===== src/rtl/vga_timing_gen_if.sv =====
// Pixel-side bundle of the VGA timing generator: pacing and pattern controls in,
// sync, coordinates, strobes and colour out.
interface vga_timing_gen_if #(
  parameter int R_W = 3,
  parameter int G_W = 3,
  parameter int B_W = 2,
  parameter int CW  = 11
);
  logic                   en;
  logic [1:0]             mode;
  logic [R_W+G_W+B_W-1:0] solid_rgb;
  logic                   hsync;
  logic                   vsync;
  logic                   de;
  logic [CW-1:0]          x;
  logic [CW-1:0]          y;
  logic                   frame_start;
  logic                   line_start;
  logic [R_W-1:0]         red;
  logic [G_W-1:0]         green;
  logic [B_W-1:0]         blue;

  modport master (
    output en, mode, solid_rgb,
    input  hsync, vsync, de, x, y, frame_start, line_start, red, green, blue
  );

  modport slave (
    input  en, mode, solid_rgb,
    output hsync, vsync, de, x, y, frame_start, line_start, red, green, blue
  );
endinterface


===== src/rtl/vga_timing_gen.sv =====
// Parametrised VGA raster timing with four built-in test patterns; every output
// is registered one pixel after the counter position it describes.
module vga_timing_gen #(
  parameter int H_ACTIVE = 640,
  parameter int H_FP     = 16,
  parameter int H_SYNC   = 96,
  parameter int H_BP     = 48,
  parameter int V_ACTIVE = 480,
  parameter int V_FP     = 10,
  parameter int V_SYNC   = 2,
  parameter int V_BP     = 33,
  parameter bit HS_POL   = 1'b0,
  parameter bit VS_POL   = 1'b0,
  parameter int R_W      = 3,
  parameter int G_W      = 3,
  parameter int B_W      = 2,
  parameter int CW       = 11
) (
  input  logic            app_clk,
  input  logic            app_srst,
  vga_timing_gen_if.slave bus
);

  localparam int H_TOTAL = H_ACTIVE + H_FP + H_SYNC + H_BP;
  localparam int V_TOTAL = V_ACTIVE + V_FP + V_SYNC + V_BP;
  localparam int RGB_W   = R_W + G_W + B_W;
  localparam int BAR_W   = H_ACTIVE / 8;

  localparam logic [CW-1:0] ZERO_C   = {CW{1'b0}};
  localparam logic [CW-1:0] ONE_C    = {{(CW-1){1'b0}}, 1'b1};
  localparam logic [CW-1:0] H_LAST_C = CW'(H_TOTAL - 1);
  localparam logic [CW-1:0] V_LAST_C = CW'(V_TOTAL - 1);
  localparam logic [CW-1:0] H_ACT_C  = CW'(H_ACTIVE);
  localparam logic [CW-1:0] V_ACT_C  = CW'(V_ACTIVE);
  localparam logic [CW-1:0] H_EDGE_C = CW'(H_ACTIVE - 1);
  localparam logic [CW-1:0] V_EDGE_C = CW'(V_ACTIVE - 1);
  localparam logic [CW-1:0] HS_BEG_C = CW'(H_ACTIVE + H_FP);
  localparam logic [CW-1:0] HS_END_C = CW'(H_ACTIVE + H_FP + H_SYNC);
  localparam logic [CW-1:0] VS_BEG_C = CW'(V_ACTIVE + V_FP);
  localparam logic [CW-1:0] VS_END_C = CW'(V_ACTIVE + V_FP + V_SYNC);

  logic [CW-1:0]    h_r;
  logic [CW-1:0]    v_r;
  logic [1:0]       mode_r;
  logic [RGB_W-1:0] solid_r;
  logic             hsync_r;
  logic             vsync_r;
  logic             de_r;
  logic [CW-1:0]    x_r;
  logic [CW-1:0]    y_r;
  logic             fs_r;
  logic             ls_r;
  logic [R_W-1:0]   red_r;
  logic [G_W-1:0]   green_r;
  logic [B_W-1:0]   blue_r;

  logic             origin_s;
  logic             active_s;
  logic             hs_act_s;
  logic             vs_act_s;
  logic             checker_s;
  logic             grid_s;
  logic [1:0]       mode_s;
  logic [RGB_W-1:0] solid_s;
  logic [2:0]       bar_s;
  logic [R_W-1:0]   r_s;
  logic [G_W-1:0]   g_s;
  logic [B_W-1:0]   b_s;

  // Position decode; at the frame origin the live mode inputs apply to the whole new frame
  always_comb begin
    origin_s  = (h_r == ZERO_C) && (v_r == ZERO_C);
    active_s  = (h_r < H_ACT_C) && (v_r < V_ACT_C);
    hs_act_s  = (h_r >= HS_BEG_C) && (h_r < HS_END_C);
    vs_act_s  = (v_r >= VS_BEG_C) && (v_r < VS_END_C);
    checker_s = ~(h_r[5] ^ v_r[5]);
    grid_s    = (h_r[3:0] == 4'd0) || (v_r[3:0] == 4'd0) ||
                (h_r == H_EDGE_C) || (v_r == V_EDGE_C);
    if (origin_s) begin
      mode_s  = bus.mode;
      solid_s = bus.solid_rgb;
    end else begin
      mode_s  = mode_r;
      solid_s = solid_r;
    end
  end

  // Bar index as a thermometer count of passed bar boundaries
  always_comb begin
    bar_s = 3'd0;
    for (int k = 1; k < 8; k++) begin
      bar_s = bar_s + {2'b00, (h_r >= CW'(k * BAR_W))};
    end
  end

  // Pattern colour; bar colours follow the inverted index bits (white..black order)
  always_comb begin
    r_s = {R_W{1'b0}};
    g_s = {G_W{1'b0}};
    b_s = {B_W{1'b0}};
    if (active_s) begin
      case (mode_s)
        2'd0: begin
          r_s = solid_s[RGB_W-1 -: R_W];
          g_s = solid_s[G_W+B_W-1 -: G_W];
          b_s = solid_s[B_W-1:0];
        end
        2'd1: begin
          r_s = {R_W{~bar_s[1]}};
          g_s = {G_W{~bar_s[2]}};
          b_s = {B_W{~bar_s[0]}};
        end
        2'd2: begin
          r_s = {R_W{checker_s}};
          g_s = {G_W{checker_s}};
          b_s = {B_W{checker_s}};
        end
        2'd3: begin
          r_s = {R_W{grid_s}};
          g_s = {G_W{grid_s}};
          b_s = {B_W{grid_s}};
        end
        default: begin
          r_s = {R_W{1'b0}};
          g_s = {G_W{1'b0}};
          b_s = {B_W{1'b0}};
        end
      endcase
    end else begin
      r_s = {R_W{1'b0}};
      g_s = {G_W{1'b0}};
      b_s = {B_W{1'b0}};
    end
  end

  // Raster counters, per-frame mode latch and the registered output stage
  always_ff @(posedge app_clk) begin
    if (app_srst) begin
      h_r     <= ZERO_C;
      v_r     <= ZERO_C;
      mode_r  <= bus.mode;
      solid_r <= bus.solid_rgb;
      hsync_r <= ~HS_POL;
      vsync_r <= ~VS_POL;
      de_r    <= 1'b0;
      x_r     <= ZERO_C;
      y_r     <= ZERO_C;
      fs_r    <= 1'b0;
      ls_r    <= 1'b0;
      red_r   <= {R_W{1'b0}};
      green_r <= {G_W{1'b0}};
      blue_r  <= {B_W{1'b0}};
    end else if (bus.en) begin
      if (h_r == H_LAST_C) begin
        h_r <= ZERO_C;
        if (v_r == V_LAST_C) begin
          v_r <= ZERO_C;
        end else begin
          v_r <= v_r + ONE_C;
        end
      end else begin
        h_r <= h_r + ONE_C;
      end
      mode_r  <= mode_s;
      solid_r <= solid_s;
      hsync_r <= hs_act_s ? HS_POL : ~HS_POL;
      vsync_r <= vs_act_s ? VS_POL : ~VS_POL;
      de_r    <= active_s;
      x_r     <= active_s ? h_r : ZERO_C;
      y_r     <= active_s ? v_r : ZERO_C;
      fs_r    <= origin_s;
      ls_r    <= (h_r == ZERO_C);
      red_r   <= r_s;
      green_r <= g_s;
      blue_r  <= b_s;
    end else begin
      fs_r <= 1'b0;
      ls_r <= 1'b0;
    end
  end

  assign bus.hsync       = hsync_r;
  assign bus.vsync       = vsync_r;
  assign bus.de          = de_r;
  assign bus.x           = x_r;
  assign bus.y           = y_r;
  assign bus.frame_start = fs_r;
  assign bus.line_start  = ls_r;
  assign bus.red         = red_r;
  assign bus.green       = green_r;
  assign bus.blue        = blue_r;

endmodule


===== src/flat_wrapper.sv =====
// flat-port wrapper written by rule: the top's interface ports become plain ports
module vga_timing_gen_flat 
#(
  parameter int H_ACTIVE = 640,
  parameter int H_FP     = 16,
  parameter int H_SYNC   = 96,
  parameter int H_BP     = 48,
  parameter int V_ACTIVE = 480,
  parameter int V_FP     = 10,
  parameter int V_SYNC   = 2,
  parameter int V_BP     = 33,
  parameter bit HS_POL   = 1'b0,
  parameter bit VS_POL   = 1'b0,
  parameter int R_W      = 3,
  parameter int G_W      = 3,
  parameter int B_W      = 2,
  parameter int CW       = 11
)
  (app_clk, app_srst, bus_en, bus_mode, bus_solid_rgb, bus_hsync, bus_vsync, bus_de, bus_x, bus_y, bus_frame_start, bus_line_start, bus_red, bus_green, bus_blue);
  vga_timing_gen_if #(.R_W(R_W), .G_W(G_W), .B_W(B_W), .CW(CW)) bus_i ();
  input  logic app_clk;
  input  logic app_srst;
  input wire logic [$bits(bus_i.en)-1:0] bus_en;
  input wire logic [$bits(bus_i.mode)-1:0] bus_mode;
  input wire logic [$bits(bus_i.solid_rgb)-1:0] bus_solid_rgb;
  output wire logic [$bits(bus_i.hsync)-1:0] bus_hsync;
  output wire logic [$bits(bus_i.vsync)-1:0] bus_vsync;
  output wire logic [$bits(bus_i.de)-1:0] bus_de;
  output wire logic [$bits(bus_i.x)-1:0] bus_x;
  output wire logic [$bits(bus_i.y)-1:0] bus_y;
  output wire logic [$bits(bus_i.frame_start)-1:0] bus_frame_start;
  output wire logic [$bits(bus_i.line_start)-1:0] bus_line_start;
  output wire logic [$bits(bus_i.red)-1:0] bus_red;
  output wire logic [$bits(bus_i.green)-1:0] bus_green;
  output wire logic [$bits(bus_i.blue)-1:0] bus_blue;
  assign bus_i.en = bus_en;
  assign bus_i.mode = bus_mode;
  assign bus_i.solid_rgb = bus_solid_rgb;
  assign bus_hsync = bus_i.hsync;
  assign bus_vsync = bus_i.vsync;
  assign bus_de = bus_i.de;
  assign bus_x = bus_i.x;
  assign bus_y = bus_i.y;
  assign bus_frame_start = bus_i.frame_start;
  assign bus_line_start = bus_i.line_start;
  assign bus_red = bus_i.red;
  assign bus_green = bus_i.green;
  assign bus_blue = bus_i.blue;
  vga_timing_gen #(.H_ACTIVE(H_ACTIVE), .H_FP(H_FP), .H_SYNC(H_SYNC), .H_BP(H_BP), .V_ACTIVE(V_ACTIVE), .V_FP(V_FP), .V_SYNC(V_SYNC), .V_BP(V_BP), .HS_POL(HS_POL), .VS_POL(VS_POL), .R_W(R_W), .G_W(G_W), .B_W(B_W), .CW(CW)) u_core (.app_clk(app_clk), .app_srst(app_srst), .bus(bus_i));
endmodule

===== config.mk =====
export PLATFORM = sky130hd
export DESIGN_NAME = vga_timing_gen_flat
export DESIGN_NICKNAME = d
export VERILOG_FILES = /design/src/rtl/vga_timing_gen_if.sv /design/src/rtl/vga_timing_gen.sv /design/src/flat_wrapper.sv
export SDC_FILE = /design/constraint.sdc
export NUM_CORES = 1
export LEC_CHECK = 0
export BUFFER_PORTS_ARGS = -buffer_cell sky130_fd_sc_hd__buf_2
export CAP_MARGIN = 20
export CORE_MARGIN = 3
export CORE_UTILIZATION = 61
export DETAILED_ROUTE_END_ITERATION = 8
export GPL_TIMING_DRIVEN = 0
export PLACE_DENSITY = 0.81
export SLEW_MARGIN = 20
export SYNTH_ARGS = -nofsm -noshare
export SYNTH_HDL_FRONTEND = slang
export SYNTH_SLANG_ARGS = --single-unit

===== constraint.sdc =====
create_clock -name app_clk -period 6.1 [get_ports app_clk]
set_input_delay 0.61 -clock app_clk [delete_from_list [all_inputs] [get_ports app_clk]]
set_output_delay 0.61 -clock app_clk [all_outputs]
set_load 0.05 [all_outputs]

==> metrics, run 1 <==
Hold Path Depth=2; H-tree depth=3; hold_ws=0.452 ns; clock network fraction of total power=0.404; Vias/cell=around 5.8; CTS tree=yes; syn_nets=between 300 and 400; Design Area, Final=3880 um^2; Critical Path RT=~6.4 ns; vias in the first global route=between 2k and 3k; GR Overflow Total=0; routed len/inst=16.0 um; Root Buffer=clkbuf_8; largest net degree at the start of global routing=14; Max-Slew Margin vs Limit=0.518; maximum vdd drop=between 0.00015 and 0.0002 V; Mapped Cells=~340; post-DP HPWL=around 5.4 mm; Cell Pwr Density=roughly 260 nW/um^2; Synth Cell Area=3330 um^2; Seq/Total Area, Yosys=0.432; worst r2r path cells=12; synthesized area per cell=9.72 um^2; worst reg-to-reg setup slack=roughly 2.7 ns; drt drc=0; Main synth FF type=dfxtp_1; Ports=between 40 and 50; internal power=732 uW; post-CTS setup buffers=0; FMAX=slightly below 0.3 GHz; post-synth top area cell=dfxtp_1; Final setup viols=0; Worst-Skew Late Latency=roughly 0.35 ns; Yosys cell types=54; max-slew violations=0; die height=about 80 um; Comb pwr share=0.123; Post-synth EDFFs=10; PortBufs=46; switching power total=approximately 280 uW; Setup crit start=u_core.h_r[5]; commonest non-fill, non-tap cell in the layout=dfxtp_1; Crit Path Class=flip-flop to flip-flop; CTS Sinks=between 60 and 70; Hold Vio Cnt, Final=0; # Max-Cap Violations=0; synth warn=0; Setup TNS=0 ns; Detailed Route WL=about 7.6 mm; Sw Ratio=0.280; commonest non-fill, non-tap cells in the layout=dfxtp_1, buf_2, nor2_1, nand2_1, o31ai_1; Least-Margin Pin Slew=approximately 0.72 ns; synth top area cells=dfxtp_1, edfxtp_1, xor2_1; Hold Path Class=flip-flop to flip-flop; Leak=1.63 nW; gr usage total=0.255; Worst Path Arrival=3.65 ns; DR pass1 iterations=5; Area Overhead vs Synth=16.6%; CP endpoint=u_core.bus.green[0]; Layout Nets=approximately 420; global-route wire length before repair=about 13 mm; Critical Path End Type=flip-flop; row cnt=26; FF+latch count, synth=between 60 and 70; Placer Congestion=approximately 0.92; FF-to-FF Start=u_core.h_r[5]; Antenna Violating Nets Remaining=0; status=finished clean; Worst-path clk slew=approximately 0.08 ns; Tmin final=3.39 ns; unrepaired setup endpoints after global routing=no; initial antenna violation count=0; placed instance area=roughly 3700 um^2; DR iter-0 viols=175; RR Endpoint=u_core.bus.green[0]; via count=~2.8k; Reg power frac=0.472; post_cts resized=0; fin crit share=0.556; Post-synth ARST share=0; Clock Path Buffers=2; ANT cells=0; launching element type of the critical path=flip-flop; area of the core=~5200 um^2; chip width=between 70 and 80 um; crit path max fanout=10; CTS buffer count=9; Starting Density=0.640; hold buffers post-CTS=0; die area=roughly 6400 um^2; share of layout cells above drive strength 1=0.264; Synth top area share=0.342; Setup Skew=roughly 0.012 ns
cell type report:
class / count / area, um^2
Clock inverter: 4 / 35.0
Timing Repair Buffer: 46 / 230
Tap cell: 70 / 87.6
Multi-Input combinational cell: 238 / 1700
Buffer: 24 / 143
Fill cell: 390 / 1320
Clock buffer: 12 / 199
Inverter: 14 / 52.6
Sequential cell: 67 / 1440
metal layers:
layer,wire length [um],vias up,GRT usage
met5,0,-,0
met4,105,0,0.0963
met3,330,11,0.0451
met2,3640,69,0.416
met1,3500,1341,0.337
li1,-,1345,-
registers in the layout, indices dropped and copies added (netlist names):
name,flops
u_core.bus.y,11
u_core.bus.red,3
u_core.bus.x,11
u_core.h_r,11
u_core.bus.line_start,1
u_core.bus.de,1
u_core.solid_r,8
u_core.bus.hsync,1
u_core.v_r,11
u_core.mode_r,2
u_core.bus.blue,2
u_core.bus.frame_start,1
u_core.bus.green,3
u_core.bus.vsync,1
power by group through the flow:
stage	combinational, mW	clock [mW]	sequential, mW
final	0.125	0.410	0.480
after global routing	0.134	0.438	0.482
after CTS	0.126	0.416	0.480
after detailed placement	0.125	0	0.490
after global placement	0.123	0	0.489
after floorplan	0.0499	0	0.532
through the flow:
stage / setup slack [ns] / total power, mW / util / cells
2_1_floorplan: 3.00 / 0.582 / - / 343
3_3_place_gp: 2.79 / 0.612 / 0.701 / 459
3_5_place_dp: 2.72 / 0.615 / 0.701 / 459
4_1_cts: 2.71 / 1.02 / 0.746 / 475
5_1_grt: 2.51 / 1.05 / 0.746 / 475
6_report: 2.71 / 1.02 / 0.746 / 475
worst min-delay path by stage:
stage          slack [ns]           startpoint                  end
5_1_grt              0.48    u_core.bus.red[2]    u_core.bus.red[2]
3_5_place_dp         0.43   u_core.bus.blue[0]   u_core.bus.blue[0]
2_1_floorplan        0.45        u_core.v_r[0]        u_core.v_r[0]
3_3_place_gp         0.43  u_core.bus.green[2]  u_core.bus.green[2]
6_report             0.45   u_core.bus.blue[0]   u_core.bus.blue[0]
4_1_cts              0.45   u_core.bus.blue[0]   u_core.bus.blue[0]
synthesized netlist by cell type, drive strengths merged, types with 3 or more instances:
library cell  number
clkbuf            11
xnor2              5
a22o              14
o21a               3
nand2b             5
ha                 8
mux2              10
o31ai             16
nor2              33
nor4b              3
o21ai             12
xor2              15
and3               8
dfxtp             57
or4                8
nand4             15
nand3             11
and2               6
nor4               4
nand2             27
inv               14
a21oi              5
nor3               5
fa                 3
edfxtp            10
buf               13
worst max-delay path: stages, from the launching register on:
cell,delay (ns)
dfxtp_1,0.39
buf_2,0.26
and3_1,0.32
a21boi_0,0.16
fa_1,0.53
fa_1,0.48
inv_1,0.07
ha_1,0.14
inv_1,0.05
fa_1,0.38
xnor2_1,0.14
o21a_1,0.15
o31ai_1,0.24
cells by family (layout without fill, tap and decap cells):
logic type,after synthesis,count (layout),share of synthesized area
mux,10,10,0.0338
simple gates,136,136,0.241
xor+xnor,20,20,0.0526
flops,67,67,0.432
buf+inv,38,100,0.0586
compound gates,61,61,0.133
fa+ha+maj,11,11,0.0480
Note: power is estimated with default switching activity, not from simulation.
==> run 2, diff against run 1 <==
--- a/config.mk
+++ b/config.mk
@@ -8,10 +8,10 @@
 export BUFFER_PORTS_ARGS = -buffer_cell sky130_fd_sc_hd__buf_2
 export CAP_MARGIN = 20
 export CORE_MARGIN = 3
-export CORE_UTILIZATION = 61
+export CORE_UTILIZATION = 57
 export DETAILED_ROUTE_END_ITERATION = 8
 export GPL_TIMING_DRIVEN = 0
-export PLACE_DENSITY = 0.81
+export PLACE_DENSITY = 0.77
 export SLEW_MARGIN = 20
 export SYNTH_ARGS = -nofsm -noshare
 export SYNTH_HDL_FRONTEND = slang
==> constraint.sdc (replaced) <==
create_clock -name app_clk -period 3.2 [get_ports app_clk]
set_input_delay 0.32 -clock app_clk [delete_from_list [all_inputs] [get_ports app_clk]]
set_output_delay 0.32 -clock app_clk [all_outputs]
set_load 0.05 [all_outputs]
==> metrics, run 2 (same netlist as run 1, synthesis figures left out) <==
drt drc=0 (unchanged); Vias/cell=5.79 (-0.56%); Fillers=466 (+19%); CTS tree=yes; die height=82.5 um (+3.2%); FMAX=0.325 GHz (+10%); PortBufs=46 (unchanged); global-route wire length before repair=12.5 mm (-1.3%); Critical Path RT=3.41 ns (-2.95 ns); Cell Pwr Density=489 nW/um^2 (+87%); chip width=82.5 um (+3.2%); Starting Density=0.598 (-0.0424); Placer Congestion=0.876 (-5.0%); post-DP HPWL=5.35 mm (-1.1%); routed len/inst=15.8 um (-0.77%); Hold Vio Cnt, Final=0 (unchanged); worst hold path startpoint=bus_solid_rgb[0]; commonest non-fill, non-tap cell in the layout=dfxtp_1; area of the core=5570 um^2 (+7.1%); GR Overflow Total=0 (unchanged); # Max-Cap Violations=0 (unchanged); CTS buffer count=9 (unchanged); Detailed Route WL=7.57 mm (-0.15%); Setup WS pre-CTS=-0.180 ns (-2.90 ns); FF-to-FF Start=u_core.h_r[6]; Setup TNS=0 ns (unchanged); Least-Margin Pin Slew=0.677 ns (-0.0452 ns); launching element type of the critical path=flip-flop; Area Overhead vs Synth=17.6%; crit path max fanout=10 (unchanged); Tmin final=3.08 ns (-0.315 ns); RR Endpoint=u_core.bus.red[0]; H-tree depth=3 (unchanged); worst r2r path cells=11 (-1); Hold Path Class=input pin to flip-flop; Setup Skew=0.0115 ns (-0.0000327 ns); hold_ws=0.283 ns (-0.169 ns); row cnt=27 (+3.8%); DR iter-0 viols=143 (-18%); ANT cells=0 (unchanged); via count=2768 (+0.072%); DR pass1 iterations=4 (-1); Critical Path End Type=flip-flop; initial antenna violation count=0 (unchanged); Multi-input gate area=1710 um^2 (+1.0%); Max-Slew Margin vs Limit=0.549 (+0.0302); status=finished clean; Worst-path clk slew=0.08 ns (about the same); vias in the first global route=2625 (-2.1%); Crit Path Class=flip-flop to flip-flop; Worst Path Arrival=3.29 ns (-0.36 ns); share of layout cells above drive strength 1=0.281 (+0.0166); Final setup viols=0 (unchanged); Ports=48 (unchanged); largest net degree at the start of global routing=14 (unchanged); Root Buffer=clkbuf_8; CTS Sinks=67 (unchanged); Non-Filler Instances=478 (+0.63%); Hold Path Depth=2 (unchanged); Clock Path Buffers=2 (unchanged); Worst-Skew Late Latency=0.36 ns (about the same); Min-Delay Endpoint=u_core.solid_r[0]; max-slew violations=0 (unchanged); Leak=1.64 nW (+0.56%); Layout Nets=425 (+0.24%); worst reg-to-reg setup slack=0.12 ns (-2.58 ns); Antenna Violating Nets Remaining=0 (unchanged); maximum vdd drop=0.000315 V (+72%); worst setup margin=0.122 ns (-2.58 ns); commonest non-fill, non-tap cells in the layout=dfxtp_1, buf_2, nor2_1, nand2_1, o31ai_1; Final Util=0.703 (-0.0429); Placed Cells=461 (+0.44%); Register Area=1440 um^2 (+0.17%); fin crit share=0.962 (+0.406); gr usage total=0.249 (-0.00633); die area=6800 um^2 (+6.5%)
run 2: cell count changes in the layout (fill, tap and decap cells not counted), sizes merged:
cell,before,now
clkinv,3,2
bufinv,0,1
clkbuf,23,20
buf,59,61
inv,15,17
run 2: per-stage QoR:
stage / area, um^2 / total power, mW
CTS: 3880 / 1.93
finish: 3920 / 1.92
global placement: 3650 / 1.17
global route: 3920 / 1.99
floorplan: 3330 / 1.11
detailed placement: 3650 / 1.17
run 2: critical path, stage by stage, from the launching register on:
cell      delay (ns)
dfxtp_1         0.34
buf_4           0.18
and3_4          0.25
a21boi_2        0.07
fa_1            0.50
fa_1            0.54
inv_1           0.04
ha_1            0.18
inv_1           0.06
fa_1            0.39
o21ba_2         0.29
o31ai_1         0.09
run 2: metal layers:
layer	part of all wire	up-vias	GRT usage
li1	-	1347	-
met1	0.45	1301	0.321
met2	0.45	103	0.380
met3	0.069	17	0.0683
met4	0.030	0	0.130
met5	0	-	0
run 2: final cells by class:
cell class	count	share of cell area
Multi-Input combinational cell	238	0.437
Sequential cell	67	0.368
Timing Repair Buffer	47	0.0606
Buffer	24	0.0421
Clock buffer	10	0.0380
Tap cell	72	0.0230
Clock inverter	6	0.0175
Inverter	14	0.0134
run 2: where the power goes:
group / internal (mW) / switching (mW) / leakage (nW)
Combinational: 0.0691 / 0.171 / 0.963
Sequential: 0.895 / 0.0192 / 0.566
Clock: 0.413 / 0.348 / 0.113
run 2: repair_timing:
| item | CTS | global route |
|---|---|---|
| gates resized for setup | 6 | 14 |
| buffers inserted | 0 | 1 |
| pin swaps | 0 | 1 |
| setup endpoints to repair | 6 | 6 |
| cloned | 0 | 0 |
| hold buffers | 0 | 0 |
| hold endpoints to repair | 0 | 0 |
run 2: worst max-delay path by stage:
stage | startpoint | endpoint | slack, ns | cells after the start
floorplan | u_core.h_r[5] | u_core.bus.red[0] | 0.10 | 11
global placement | u_core.h_r[5] | u_core.bus.red[0] | -0.12 | 11
detailed placement | u_core.h_r[5] | u_core.bus.red[0] | -0.18 | 11
CTS | u_core.h_r[7] | u_core.bus.red[0] | 0.003 | 11
global route | u_core.h_r[6] | u_core.bus.green[0] | -0.005 | 12
finish | u_core.h_r[6] | u_core.bus.red[0] | 0.12 | 11
==> run 3, diff against run 2 <==
--- a/config.mk
+++ b/config.mk
@@ -12,6 +12,7 @@
 export DETAILED_ROUTE_END_ITERATION = 8
 export GPL_TIMING_DRIVEN = 0
 export PLACE_DENSITY = 0.77
+export REMOVE_ABC_BUFFERS = 1
 export SLEW_MARGIN = 20
 export SYNTH_ARGS = -nofsm -noshare
 export SYNTH_HDL_FRONTEND = slang
==> metrics, run 3 (same netlist as run 1, synthesis figures left out) <==
status=finished clean; Area Overhead vs Synth=13.2%; crit path max fanout=14 (+4); gr usage total=0.226 (-0.0226); CTS tree=yes; H-tree depth=3 (unchanged); Worst-Skew Late Latency=0.34 ns (-0.02 ns); Register Area=1460 um^2 (+0.95%); Antenna Violating Nets Remaining=0 (unchanged); CP Buf/Inv Count=2 (-1); row cnt=27 (unchanged); # Max-Cap Violations=0 (unchanged); DR pass1 iterations=4 (unchanged); via count=2623 (-5.2%); vias in the first global route=2437 (-7.2%); die height=82.5 um (unchanged); Clock Path Buffers=2 (unchanged); Critical Path RT=3.40 ns (about the same); drt drc=0 (unchanged); Top cell by count, worst path=fa_1; Placer Congestion=0.837 (-4.5%); Root Buffer=clkbuf_8; chip width=82.5 um (unchanged); Setup crit start=u_core.h_r[7]; FMAX=0.333 GHz (+2.5%); CTS Sinks=67 (unchanged); Final setup viols=0 (unchanged); Worst-path clk slew=0.08 ns (about the same); GR Overflow Total=0 (unchanged); share of layout cells above drive strength 1=0.272 (-0.00925); max-slew violations=0 (unchanged); Starting Density=0.598 (unchanged); Setup Skew=0.00728 ns (-0.00424 ns); DR iter-0 viols=172 (+20%); routed len/inst=15.6 um (-1.7%); Vias/cell=5.76 (-0.45%); maximum vdd drop=0.000330 V (+4.8%); CP max stage cell=fa_1; Leak=1.54 nW (-6.2%); Tmin final=3.00 ns (-0.0761 ns); Cell Pwr Density=498 nW/um^2 (+1.9%); hold_ws=0.291 ns (+0.00792 ns); Hold Path Class=input pin to flip-flop; Crit Path Class=flip-flop to flip-flop; CP peak stage delay=0.54 ns (about the same); worst hold path startpoint=bus_solid_rgb[3]; die area=6800 um^2 (unchanged); ANT cells=0 (unchanged); Critical Path End Type=flip-flop; commonest non-fill, non-tap cell in the layout=dfxtp_1; fin crit share=0.938 (-0.0238); Fillers=460 (-1.3%); Top Family by Delay on Critical Path=adder cells; unrepaired setup endpoints after global routing=no; global-route wire length before repair=11.6 mm (-7.1%); Ports=48 (unchanged); Hold Vio Cnt, Final=0 (unchanged); Final Util=0.677 (-0.0265); launching element type of the critical path=flip-flop; commonest non-fill, non-tap cells in the layout=dfxtp_1, buf_2, nor2_1, nand2_1, o31ai_1; PortBufs=47 (+2.2%); FF-to-FF Start=u_core.h_r[7]; post-DP HPWL=4.97 mm (-7.1%); Layout Nets=402 (-5.4%); area of the core=5570 um^2 (unchanged); initial antenna violation count=0 (unchanged); Least-Margin Pin Slew=0.738 ns (+0.0612 ns); Worst Path Arrival=3.21 ns (-0.08 ns); CTS buffer count=9 (unchanged); largest net degree at the start of global routing=33 (+19); Max-Slew Margin vs Limit=0.507 (-0.0420); Detailed Route WL=7.08 mm (-6.4%); Multi-input gate area=1720 um^2 (+0.29%); Cell Chain, Critical Path=o21ai_0, and2_1, fa_1, fa_1, inv_1, ha_1, inv_1, fa_1, o21ba_2, o31ai_1
[run 3: cell count changes in the layout (fill, tap and decap cells not counted), sizes merged]
cell,change
clkinvlp,+2
inv,-2
buf,-13
clkinv,-1
clkbuf,-9
[run 3: path summary, 6_finish.rpt]
kind / depth (start not counted) / slack (ns) / end
hold / removal: 2 / 0.29 / u_core.solid_r[3]
setup / recovery: 10 / 0.20 / u_core.bus.red[0]
hold reg to reg: 2 / 0.45 / u_core.bus.green[0]
setup reg to reg: 10 / 0.20 / u_core.bus.red[0]
[run 3: stage by stage]
stage / power [mW] / area [um^2] / instances / setup WS (ns) / setup TNS (ns)
after floorplan: 1.10 / 3190 / 319 / 0.0927 / 0
final: 1.88 / 3770 / 455 / 0.198 / 0
after detailed placement: 1.17 / 3520 / 438 / -0.192 / -1.03
after global placement: 1.16 / 3520 / 438 / -0.158 / -1.90
after CTS: 1.89 / 3750 / 454 / 0.00241 / 0
after global routing: 1.95 / 3770 / 455 / 0.000882 / 0
[run 3: report_power, final]
group / internal, mW / leakage, nW / switching [mW]
sequential: 0.893 / 0.570 / 0.0213
clock: 0.404 / 0.102 / 0.329
combinational: 0.0647 / 0.869 / 0.167
total: 1.36 / 1.54 / 0.518
[run 3: worst reg2reg max path, delay by kind of cell, from the launching register on]
family	cells	cell delay [ns]
AOI/OAI and AO/OA	3	0.45
and+or+nand+nor	1	0.18
buffers and inverters	2	0.12
DFF	1	0.49
adders and majority gates	4	1.63
[run 3: area by class of cell]
type,count,share of cell area
Clock buffer,11,0.0401
Clock inverter,5,0.0159
Inverter,14,0.0139
Multi-Input combinational cell,238,0.456
Sequential cell,67,0.386
Tap cell,72,0.0239
Timing Repair Buffer,48,0.0643
[run 3: what timing repair did]
item                                   4_1_cts  5_1_grt
setup buffers                                0        1
endpoints found under the hold margin        0        0
hold buffers                                 0        0
pin swaps                                    0        1
setup endpoints to repair                    6        6
gates resized for setup                      6        9
[run 3: metal layers]
metal,track usage,part of all wire,vias to the layer above
li1,-,-,1303
met1,0.306,0.46,1245
met2,0.353,0.48,66
met3,0.0597,0.049,9
met4,0.0714,0.0099,0
met5,0,0,-
